==> src/rtl/prog_loader.sv <==
// rtl/prog_loader.sv - framed byte-stream loader writing instruction RAM and gating CPU reset
module prog_loader #(
    parameter int                ADDR_W    = 4,
    parameter int                DATA_W    = 8,
    parameter logic [DATA_W-1:0] SYNC_BYTE = 8'hA5,
    parameter int                MAX_WORDS = 2**ADDR_W
) (
    input  logic              clk,
    input  logic              rst_n,
    input  logic              in_valid,
    input  logic [DATA_W-1:0] in_data,
    output logic              in_ready,
    output logic              mem_we,
    output logic [ADDR_W-1:0] mem_addr,
    output logic [DATA_W-1:0] mem_wdata,
    output logic              cpu_rst_n,
    output logic              load_busy,
    output logic              load_done,
    output logic              load_err,
    output logic [4:0]        loaded_count
);

    typedef enum logic [2:0] {
        ST_IDLE   = 3'd0,
        ST_COUNT  = 3'd1,
        ST_DATA   = 3'd2,
        ST_CHECK  = 3'd3,
        ST_VERIFY = 3'd4,
        ST_DONE   = 3'd5,
        ST_ERR    = 3'd6
    } state_t;

    localparam logic [DATA_W-1:0] MAX_B = DATA_W'(MAX_WORDS);

    state_t              state_q, state_d;
    logic                cpu_rst_n_q, cpu_rst_n_d;
    logic                mem_we_q, mem_we_d;
    logic [ADDR_W-1:0]   mem_addr_q, mem_addr_d;
    logic [DATA_W-1:0]   mem_wdata_q, mem_wdata_d;
    logic                load_done_q, load_done_d;
    logic                load_err_q, load_err_d;
    logic [4:0]          loaded_count_q, loaded_count_d;
    logic [DATA_W-1:0]   acc_q, acc_d;
    logic [4:0]          remaining_q, remaining_d;
    logic                match_q, match_d;
    logic                accept;

    assign in_ready     = (state_q != ST_VERIFY);
    assign accept       = in_valid && in_ready;
    assign load_busy    = (state_q == ST_COUNT) || (state_q == ST_DATA) ||
                          (state_q == ST_CHECK) || (state_q == ST_VERIFY);
    assign cpu_rst_n    = cpu_rst_n_q;
    assign mem_we       = mem_we_q;
    assign mem_addr     = mem_addr_q;
    assign mem_wdata    = mem_wdata_q;
    assign load_done    = load_done_q;
    assign load_err     = load_err_q;
    assign loaded_count = loaded_count_q;

    // Frame parser: next state, write strobe, checksum and status updates
    always_comb begin
        state_d        = state_q;
        cpu_rst_n_d    = cpu_rst_n_q;
        mem_we_d       = 1'b0;
        mem_addr_d     = mem_addr_q;
        mem_wdata_d    = mem_wdata_q;
        load_done_d    = load_done_q;
        load_err_d     = load_err_q;
        loaded_count_d = loaded_count_q;
        acc_d          = acc_q;
        remaining_d    = remaining_q;
        match_d        = match_q;
        case (state_q)
            ST_IDLE, ST_DONE, ST_ERR: begin
                if (accept && (in_data == SYNC_BYTE)) begin
                    state_d        = ST_COUNT;
                    cpu_rst_n_d    = 1'b0;
                    load_done_d    = 1'b0;
                    load_err_d     = 1'b0;
                    loaded_count_d = 5'd0;
                    acc_d          = '0;
                    mem_addr_d     = '0;
                end
            end
            ST_COUNT: begin
                if (accept) begin
                    if ((in_data == '0) || (in_data > MAX_B)) begin
                        state_d    = ST_ERR;
                        load_err_d = 1'b1;
                    end else begin
                        state_d     = ST_DATA;
                        remaining_d = in_data[4:0];
                    end
                end
            end
            ST_DATA: begin
                if (accept) begin
                    acc_d          = acc_q + in_data;
                    mem_we_d       = 1'b1;
                    // loaded_count doubles as the word index; COUNT bound keeps it below MAX_WORDS here
                    mem_addr_d     = loaded_count_q[ADDR_W-1:0];
                    mem_wdata_d    = in_data;
                    loaded_count_d = loaded_count_q + 5'd1;
                    remaining_d    = remaining_q - 5'd1;
                    if (remaining_q == 5'd1) begin
                        state_d = ST_CHECK;
                    end
                end
            end
            ST_CHECK: begin
                if (accept) begin
                    match_d = (in_data == acc_q);
                    state_d = ST_VERIFY;
                end
            end
            ST_VERIFY: begin
                if (match_q) begin
                    state_d     = ST_DONE;
                    load_done_d = 1'b1;
                    cpu_rst_n_d = 1'b1;
                end else begin
                    state_d    = ST_ERR;
                    load_err_d = 1'b1;
                end
            end
            default: begin
                state_d = ST_IDLE;
            end
        endcase
    end

    // State and datapath registers with synchronous active-low reset
    always_ff @(posedge clk) begin
        if (!rst_n) begin
            state_q        <= ST_IDLE;
            cpu_rst_n_q    <= 1'b0;
            mem_we_q       <= 1'b0;
            mem_addr_q     <= '0;
            mem_wdata_q    <= '0;
            load_done_q    <= 1'b0;
            load_err_q     <= 1'b0;
            loaded_count_q <= 5'd0;
            acc_q          <= '0;
            remaining_q    <= 5'd0;
            match_q        <= 1'b0;
        end else begin
            state_q        <= state_d;
            cpu_rst_n_q    <= cpu_rst_n_d;
            mem_we_q       <= mem_we_d;
            mem_addr_q     <= mem_addr_d;
            mem_wdata_q    <= mem_wdata_d;
            load_done_q    <= load_done_d;
            load_err_q     <= load_err_d;
            loaded_count_q <= loaded_count_d;
            acc_q          <= acc_d;
            remaining_q    <= remaining_d;
            match_q        <= match_d;
        end
    end

endmodule

==> config.mk <==
export PLATFORM = sky130hd
export DESIGN_NAME = prog_loader
export DESIGN_NICKNAME = d
export VERILOG_FILES = /design/src/rtl/prog_loader.sv
export SDC_FILE = /design/constraint.sdc
export NUM_CORES = 1
export LEC_CHECK = 0
export CORE_ASPECT_RATIO = 2
export CORE_MARGIN = 2
export CORE_UTILIZATION = 57
export CTS_BUF_LIST = sky130_fd_sc_hd__clkbuf_16
export CTS_CLUSTER_DIAMETER = 40
export DETAILED_ROUTE_END_ITERATION = 7
export HOLD_SLACK_MARGIN = 0.1
export PLACE_DENSITY = 0.84
export SYNTH_ARGS = -nofsm -noshare
export SYNTH_HDL_FRONTEND = slang
export SYNTH_SLANG_ARGS = --single-unit
==> constraint.sdc <==
create_clock -name clk -period 3.8 [get_ports clk]
set_input_delay 0.76 -clock clk [delete_from_list [all_inputs] [get_ports clk]]
set_output_delay 0.76 -clock clk [all_outputs]
set_load 0.005 [all_outputs]
==> results.json, run 1 <==
{
  "dieWidth_um": 47.2,
  "rsz0062_at_grt": "no",
  "synth_flop_cell": "dfxtp_1",
  "dp_hpwl_um": 3530,
  "portBuffers": 33,
  "post-synth-top-count-cell": "dfxtp_1",
  "period_share_pct": 73.9,
  "cts_buffer_depth": 2,
  "grt_first_pass_wirelength_um": 8650,
  "slew_violations": 0,
  "seqPwrFrac_pct": 34.5,
  "intPower_mw": 0.999,
  "hp-start": "mem_wdata[7]$_SDFFE_PN0P_",
  "fin_setup_tns_ps": 0,
  "route.final.wire_length_um": 5100,
  "dp_slack_ps": 758,
  "met2_usage_pct": 45.5,
  "cts_made_buffers": 5,
  "relSlewSlack_pct": 45.1,
  "via_count": 1967,
  "placed_area_sq_um": 2460,
  "diodes": 0,
  "p_leak_nw": 0.966,
  "cp_max_fo": 20,
  "grt_util_met1_pct": 31.1,
  "cpLargestDelayFamily": "simple AND/OR/NAND/NOR gates",
  "synth-async-reset-ratio_pct": 0,
  "gp_congestion": 0.925,
  "finalSetupViolCount": 0,
  "core_area_sq_um": 3610,
  "worstPathCellList": "clkdlybuf4s50_1, nand4bb_1, nor4_2, a21oi_2, or4_1, nand2_1",
  "power_frac_comb_pct": 35.6,
  "cts-root-buf": "clkbuf_16",
  "period_needed_ps": 2810,
  "setup.worst_path.start": "in_data[4]",
  "skew_ps": 8.38,
  "crit_required_ps": 4010,
  "cap_violations": 0,
  "drt_iter0_markers": 45,
  "pwr-share-clk_pct": 29.9,
  "netlist_area_sq_um": 2130,
  "worstSkewPairLatency_ps": 280,
  "synthTopCellsByArea": "dfxtp_1, ha_1, nand2_1",
  "rows": 31,
  "drc_errors": 0,
  "hold_viol": 0,
  "grt_busiest_layer": "met2",
  "critPathBufInv": 1,
  "synth_cells": 246,
  "syn_to_final_growth_pct": 23.0,
  "use_met3_pct": 4.80,
  "path_clk_slew_ps": 50,
  "fillers": 299,
  "vias_per_cell": 6.11,
  "swShare_pct": 34.1,
  "synth_nets": 268,
  "first_pass_iters": 4,
  "yosysTopAreaCellShare_pct": 34.8,
  "htreeDepth": 2,
  "io_pins": 34,
  "numClockSinks": 37,
  "holdBufCountCts": 0,
  "fmax_mhz": 356,
  "tightest_slew_ps": 823,
  "hold_ws_ps": 463,
  "peakVddDrop_mv": 0.437,
  "post_cts_buffers": 0,
  "synth_seq_cells": 37,
  "ys_seq_area_share_pct": 34.8,
  "wire_per_inst_um": 15.8,
  "grt_max_degree": 29,
  "critPathMaxStageDelay_ps": 590,
  "p_switching_mw": 0.517,
  "fin_area_sq_um": 2620,
  "critPathSlowestCell": "or4_1",
  "netlist.top_cell.by_area": "dfxtp_1",
  "r2r-start": "state_q[1]$_SDFFE_PN0P_",
  "synth_warnings": 0,
  "synth_edf_count": 0,
  "antenna_found_initial": 0,
  "synthTopCellsByCount": "dfxtp_1, nand2_1, nor2b_1",
  "grt_pass1_vias": 1870,
  "die_h_um": 90.4,
  "multi_input_area_sq_um": 1290,
  "holdCritPathClass": "flop to flop",
  "gr-total-overflow": 0,
  "status": "finished, final reports clean",
  "powerDensity_nw_per_um2": 579,
  "crit_arrival_ps": 3020,
  "start_util_pct": 59.0,
  "endpoint_kind": "flop",
  "ant_nets": 0,
  "synth_cell_types": 52,
  "critPathKind": "input pin to flop",
  "synth.avg_cell_area_sq_um": 8.66,
  "cts_tree": "built",
  "drive_gt1_share_pct": 5.49,
  "final_nets": 294,
  "final-seq-area_sq_um": 741,
  "cp-start-kind": "input pin",
  "layout_setup_ws_ps": 992,
  "die_area_sq_um": 4270,
  "track_usage_pct": 27.2,
  "post_cts_resized": 0
}
routing by layer:
metal	share of wire [%]	wire length, um
met5	0	0
met3	2.6	132
met4	3.4	172
met1	39	2000
met2	55	2790
power by group through the flow:
stage / sequential, mW / combinational, mW / clock, mW
detailed placement: 0.530 / 0.534 / 0
global route: 0.532 / 0.605 / 0.477
CTS: 0.522 / 0.540 / 0.460
global placement: 0.529 / 0.527 / 0
finish: 0.523 / 0.540 / 0.454
floorplan: 0.485 / 0.422 / 0
path summary, 6_finish.rpt:
| path | endpoint | cells past startpoint | slack (ps) |
|---|---|---|---|
| max | loaded_count[3]$_SDFFE_PN0P_ | 6 | 990 |
| min | mem_wdata[7]$_SDFFE_PN0P_ | 2 | 460 |
| max reg2reg | acc_q[6]$_SDFFE_PN0P_ | 4 | 1510 |
| min reg2reg | mem_wdata[7]$_SDFFE_PN0P_ | 2 | 460 |
metrics by stage:
stage          total power, mW  utilization [%]  cells
6_report                  1.52             72.6    322
5_1_grt                   1.61             72.6    322
4_1_cts                   1.52             72.6    322
3_5_place_dp              1.06             68.1    314
3_3_place_gp              1.06             68.1    314
2_1_floorplan            0.907                -    246
state kept, by name (all words and copies together) (netlist names):
signal,count
acc_q,8
mem_wdata,8
loaded_count,5
remaining_q,5
mem_addr,4
state_q,3
load_done,1
load_err,1
match_q,1
mem_we,1
area by class of cell:
type                            count  share of cell area, %
Multi-Input combinational cell    189                   49.4
Sequential cell                    37                   28.3
Timing Repair Buffer               35                   13.2
Clock buffer                        5                   4.78
Tap cell                           49                   2.34
Clock inverter                      3                   1.43
Inverter                            4                  0.573
kinds of logic after synthesis:
logic type | synth area share (%)
xor gates and xnor gates | 3.29
buffers and inverters | 4.41
DFF | 34.8
adders and majority gates | 6.82
muxes | 0.470
AOI/OAI and AO/OA | 26.0
and+or+nand+nor | 24.2
tightest hold or removal path: stages (launching register included):
cell,delay (ps)
dfxtp_1,300
nand2_1,50
a21boi_0,70
layout by cell type, fill, tap and decap left out, types with 3 or more instances in the layout:
cell type,instances
dfxtp_1,37
clkdlybuf4s50_1,33
nand2_1,27
nor2b_1,12
nor2_1,11
a21boi_0,11
a22oi_1,11
a21oi_1,11
ha_1,10
o21ai_0,9
inv_1,5
nand3_1,5
o21a_1,5
or3_1,5
o211ai_1,5
clkbuf_16,5
xnor2_1,4
xor2_1,4
and3_1,4
or4_1,3
nand2b_1,3
nor4b_1,3
nor4_1,3
a211oi_1,3
o211a_1,3
nor3_1,3
a21boi_1,3
Note: power is estimated with default switching activity, not from simulation.
==> run 2: changes to the inputs <==
--- a/config.mk
+++ b/config.mk
@@ -7,12 +7,12 @@
 export LEC_CHECK = 0
 export CORE_ASPECT_RATIO = 2
 export CORE_MARGIN = 2
-export CORE_UTILIZATION = 57
+export CORE_UTILIZATION = 48
 export CTS_BUF_LIST = sky130_fd_sc_hd__clkbuf_16
 export CTS_CLUSTER_DIAMETER = 40
 export DETAILED_ROUTE_END_ITERATION = 7
 export HOLD_SLACK_MARGIN = 0.1
-export PLACE_DENSITY = 0.84
+export PLACE_DENSITY = 0.76
 export SYNTH_ARGS = -nofsm -noshare
 export SYNTH_HDL_FRONTEND = slang
 export SYNTH_SLANG_ARGS = --single-unit
==> constraint.sdc (replaced) <==
create_clock -name clk -period 2.4 [get_ports clk]
set_input_delay 0.48 -clock clk [delete_from_list [all_inputs] [get_ports clk]]
set_output_delay 0.48 -clock clk [all_outputs]
set_load 0.005 [all_outputs]
==> run 2 against run 1 <==
Compared with the run above: global-route usage fell by 2.3 points; flip-flop and latch count is the same; routed wire length is 9.5% higher; total power grew 62%.
==> results.json, run 2 (synthesis gave the netlist of run 1 again) <==
{
  "drive_gt1_share_pct": 16.7,
  "endpoint_kind": "flop",
  "wire_per_inst_um": 15.5,
  "route.final.wire_length_um": 5580,
  "tightest_slew_ps": 558,
  "critPathKind": "input pin to flop",
  "layout_setup_ws_ps": 86.6,
  "via_count": 2070,
  "dp_hpwl_um": 4070,
  "final_nets": 326,
  "period_needed_ps": 2310,
  "gr-total-overflow": 0,
  "post_cts_buffers": 0,
  "finalSetupViolCount": 0,
  "vias_per_cell": 5.77,
  "drc_errors": 0,
  "holdBufCountCts": 0,
  "peakVddDrop_mv": 0.593,
  "dp_slack_ps": -191,
  "ant_nets": 0,
  "grt_pass1_vias": 2061,
  "hold_viol": 0,
  "grt_max_degree": 22,
  "cts_buffer_depth": 2,
  "cap_violations": 0,
  "dieWidth_um": 51.1,
  "skew_ps": 1.68,
  "final_cell_mix": "dfxtp_1, buf_4, clkdlybuf4s50_1",
  "dp_cells": 351,
  "drt_iter0_markers": 48,
  "cp-start-kind": "input pin",
  "hold_ws_ps": 465,
  "relSlewSlack_pct": 62.8,
  "slew_violations": 0,
  "grt_first_pass_wirelength_um": 9650,
  "io_pins": 34,
  "post_cts_resized": 0,
  "period_share_pct": 96.4,
  "p_leak_nw": 1.11,
  "die_h_um": 98.2,
  "cp_max_fo": 5,
  "powerDensity_nw_per_um2": 861,
  "first_pass_iters": 4,
  "rows": 34,
  "die_area_sq_um": 5020,
  "portBuffers": 33,
  "cts_made_buffers": 5,
  "fin_setup_tns_ps": 0,
  "cts-root-buf": "clkbuf_16",
  "syn_to_final_growth_pct": 34.1,
  "htreeDepth": 2,
  "gp_congestion": 0.886,
  "antenna_found_initial": 0,
  "core_area_sq_um": 4300,
  "crit_arrival_ps": 2490,
  "layout_commonest_cell": "dfxtp_1",
  "holdCritPathClass": "flop to flop",
  "start_util_pct": 49.6,
  "utilization_pct": 66.5,
  "worstSkewPairLatency_ps": 280,
  "path_clk_slew_ps": 60,
  "cts_tree": "built",
  "rsz0062_at_grt": "yes",
  "track_usage_pct": 24.9,
  "diodes": 0,
  "fmax_mhz": 432,
  "numClockSinks": 37,
  "crit_required_ps": 2570,
  "fin_cells": 359,
  "status": "finished, final reports clean"
}
## run 2: metrics by stage
stage	total power [mW]	instance area, sq um
after floorplan	1.44	2130
after global placement	1.80	2700
after detailed placement	1.81	2700
after CTS	2.46	2850
after global routing	2.62	2860
final	2.46	2860
## run 2: final timing paths
kind,start,endpoint,slack [ps],cells past startpoint
hold / removal,mem_wdata[3]$_SDFFE_PN0P_,mem_wdata[3]$_SDFFE_PN0P_,460,2
hold reg to reg,mem_wdata[3]$_SDFFE_PN0P_,mem_wdata[3]$_SDFFE_PN0P_,460,2
setup / recovery,in_data[4],state_q[0]$_SDFFE_PN0P_,90,6
setup reg to reg,state_q[2]$_SDFFE_PN0P_,loaded_count[4]$_SDFFE_PN0P_,410,5
## run 2: layout make-up
class	count	area, sq um
well taps	54	67.6
multi-input cells	189	1300
flip-flops and latches	37	741
inverters	4	15.0
repair buffers	67	586
clock inverters	3	17.5
clock buffers	5	125
fillers	379	1440
## run 2: power by group
| group | switching [mW] | leakage, nW | internal, mW | total [mW] |
|---|---|---|---|---|
| registers | 0.120 | 0.300 | 0.695 | 0.814 |
| logic | 0.508 | 0.736 | 0.497 | 1.01 |
| clock network | 0.259 | 0.0696 | 0.381 | 0.640 |
| total | 0.887 | 1.11 | 1.57 | 2.46 |
## run 2: worst max-delay path, stage by stage
cell and delay, ps:
clkdlybuf4s50_1 510, nand4bb_1 290, or4_1 590, a21oi_2 270, o2111ai_1 170, o211a_1 170
## run 2: routing by layer
layer / part of all wire, % / routed length [um] / vias to the layer above / track usage [%]
li1: - / - / 1022 / -
met1: 40 / 2210 / 1000 / 28.2
met2: 55 / 3100 / 35 / 44.0
met3: 2.2 / 121 / 13 / 2.91
met4: 2.8 / 159 / 0 / 12.5
met5: 0 / 0 / - / 0
==> run 3: changes to the inputs <==
--- a/config.mk
+++ b/config.mk
@@ -7,12 +7,11 @@
 export LEC_CHECK = 0
 export CORE_ASPECT_RATIO = 2
 export CORE_MARGIN = 2
-export CORE_UTILIZATION = 48
+export CORE_UTILIZATION = 35
 export CTS_BUF_LIST = sky130_fd_sc_hd__clkbuf_16
 export CTS_CLUSTER_DIAMETER = 40
 export DETAILED_ROUTE_END_ITERATION = 7
 export HOLD_SLACK_MARGIN = 0.1
-export PLACE_DENSITY = 0.76
 export SYNTH_ARGS = -nofsm -noshare
 export SYNTH_HDL_FRONTEND = slang
 export SYNTH_SLANG_ARGS = --single-unit
==> run 3 against run 2 <==
Compared with the run above: routed wire length up 4.8%; die area is 35% higher; utilization down 17 points; non-clock buffer count increased by 3; register-to-register slack got worse by 30 ps; flip-flop and latch count did not move; sequential share of layout area is 0.68 points lower; combinational power hardly changed; via count rose by 0.82%; setup slack gained 7.8 ps.
==> results.json, run 3 (synthesis gave the netlist of run 1 again) <==
{
  "status": "finished, final reports clean",
  "layout_setup_ws_ps": 94.4,
  "skew_ps": 5.52,
  "dp_hpwl_um": 4390,
  "ant_nets": 0,
  "grt_pass1_vias": 2123,
  "route.final.wire_length_um": 5850,
  "path_clk_slew_ps": 60,
  "core_area_sq_um": 5960,
  "post_cts_buffers": 0,
  "cts_made_buffers": 5,
  "portBuffers": 33,
  "period_needed_ps": 2310,
  "wire_per_inst_um": 15.8,
  "gr-total-overflow": 0,
  "grt_util_met1_pct": 18.6,
  "final_cell_mix": "dfxtp_1, buf_4, clkdlybuf4s50_1",
  "via_count": 2087,
  "powerDensity_nw_per_um2": 926,
  "cts_tree": "built",
  "syn_to_final_growth_pct": 37.7,
  "gp_congestion": 0.925,
  "hold_viol": 0,
  "fmax_mhz": 434,
  "rows": 40,
  "diodes": 0,
  "grt_busiest_layer": "met2",
  "drive_gt1_share_pct": 16.9,
  "peakVddDrop_mv": 0.494,
  "rsz0062_at_grt": "no",
  "grt_max_degree": 24,
  "first_pass_iters": 4,
  "met2_usage_pct": 34.2,
  "tightest_slew_ps": 543,
  "hold_ws_ps": 462,
  "track_usage_pct": 18.8,
  "period_share_pct": 96.1,
  "slew_violations": 0,
  "cts-root-buf": "clkbuf_16",
  "drc_errors": 0,
  "start_util_pct": 35.8,
  "crit_arrival_ps": 2530,
  "cp_max_fo": 3,
  "cp-start-kind": "input pin",
  "dp_slack_ps": -194,
  "worstSkewPairLatency_ps": 290,
  "numClockSinks": 37,
  "htreeDepth": 2,
  "drt_iter0_markers": 80,
  "p_leak_nw": 1.14,
  "antenna_found_initial": 0,
  "io_pins": 34,
  "cts_buffer_depth": 2,
  "die_h_um": 114,
  "cap_violations": 0,
  "vias_per_cell": 5.63,
  "holdCritPathClass": "flop to flop",
  "fillers": 577,
  "holdBufCountCts": 0,
  "finalSetupViolCount": 0,
  "grt_first_pass_wirelength_um": 9540,
  "dieWidth_um": 59.2,
  "final_nets": 329,
  "fin_setup_tns_ps": 0,
  "crit_required_ps": 2630,
  "relSlewSlack_pct": 63.7,
  "power.total_mw": 2.71,
  "die_area_sq_um": 6760,
  "use_met3_pct": 3.62,
  "critPathKind": "input pin to flop",
  "endpoint_kind": "flop",
  "post_cts_resized": 0
}
-- run 3: path summary, 6_finish.rpt --
kind	endpoint	from	cells after the start	slack, ps
setup / recovery	acc_q[6]$_SDFFE_PN0P_	in_data[0]	8	90
hold / removal	mem_wdata[1]$_SDFFE_PN0P_	mem_wdata[1]$_SDFFE_PN0P_	2	460
setup reg to reg	load_err$_SDFFE_PN0P_	state_q[2]$_SDFFE_PN0P_	5	380
hold reg to reg	mem_wdata[1]$_SDFFE_PN0P_	mem_wdata[1]$_SDFFE_PN0P_	2	460
-- run 3: metrics by stage --
step / area [sq um] / cells / util (%)
6_report: 2930 / 371 / 49.2
3_3_place_gp: 2740 / 363 / 46.0
4_1_cts: 2930 / 371 / 49.2
2_1_floorplan: 2130 / 246 / -
5_1_grt: 2930 / 371 / 49.2
3_5_place_dp: 2740 / 363 / 46.0
-- run 3: where the power goes --
| group | leakage [nW] | internal, mW | switching (mW) |
|---|---|---|---|
| logic | 0.751 | 0.514 | 0.511 |
| clock network | 0.0944 | 0.599 | 0.272 |
| registers | 0.300 | 0.694 | 0.124 |
| total | 1.14 | 1.81 | 0.907 |
-- run 3: routing by layer --
metal	up-vias	wire length [um]	share of wire, %
met4	0	290	5.0
met2	49	3180	54
met5	-	0	0
met1	983	2240	38
li1	1031	-	-
met3	24	138	2.4
-- run 3: cell type report --
| class | count | area (sq um) | area share [%] |
|---|---|---|---|
| Multi-Input combinational cell | 189 | 1290 | 44.2 |
| Sequential cell | 37 | 741 | 25.3 |
| Timing Repair Buffer | 70 | 608 | 20.7 |
| Clock buffer | 5 | 125 | 4.27 |
| Tap cell | 63 | 78.8 | 2.69 |
| Clock inverter | 3 | 68.8 | 2.35 |
| Inverter | 4 | 15.0 | 0.512 |
-- run 3: critical path, cell delays in order --
cell and delay (ps):
clkdlybuf4s50_1 500, ha_1 230, fa_1 230, a211oi_1 90, o21bai_1 150, a21oi_1 110, or4b_2 660, nand3_1 90
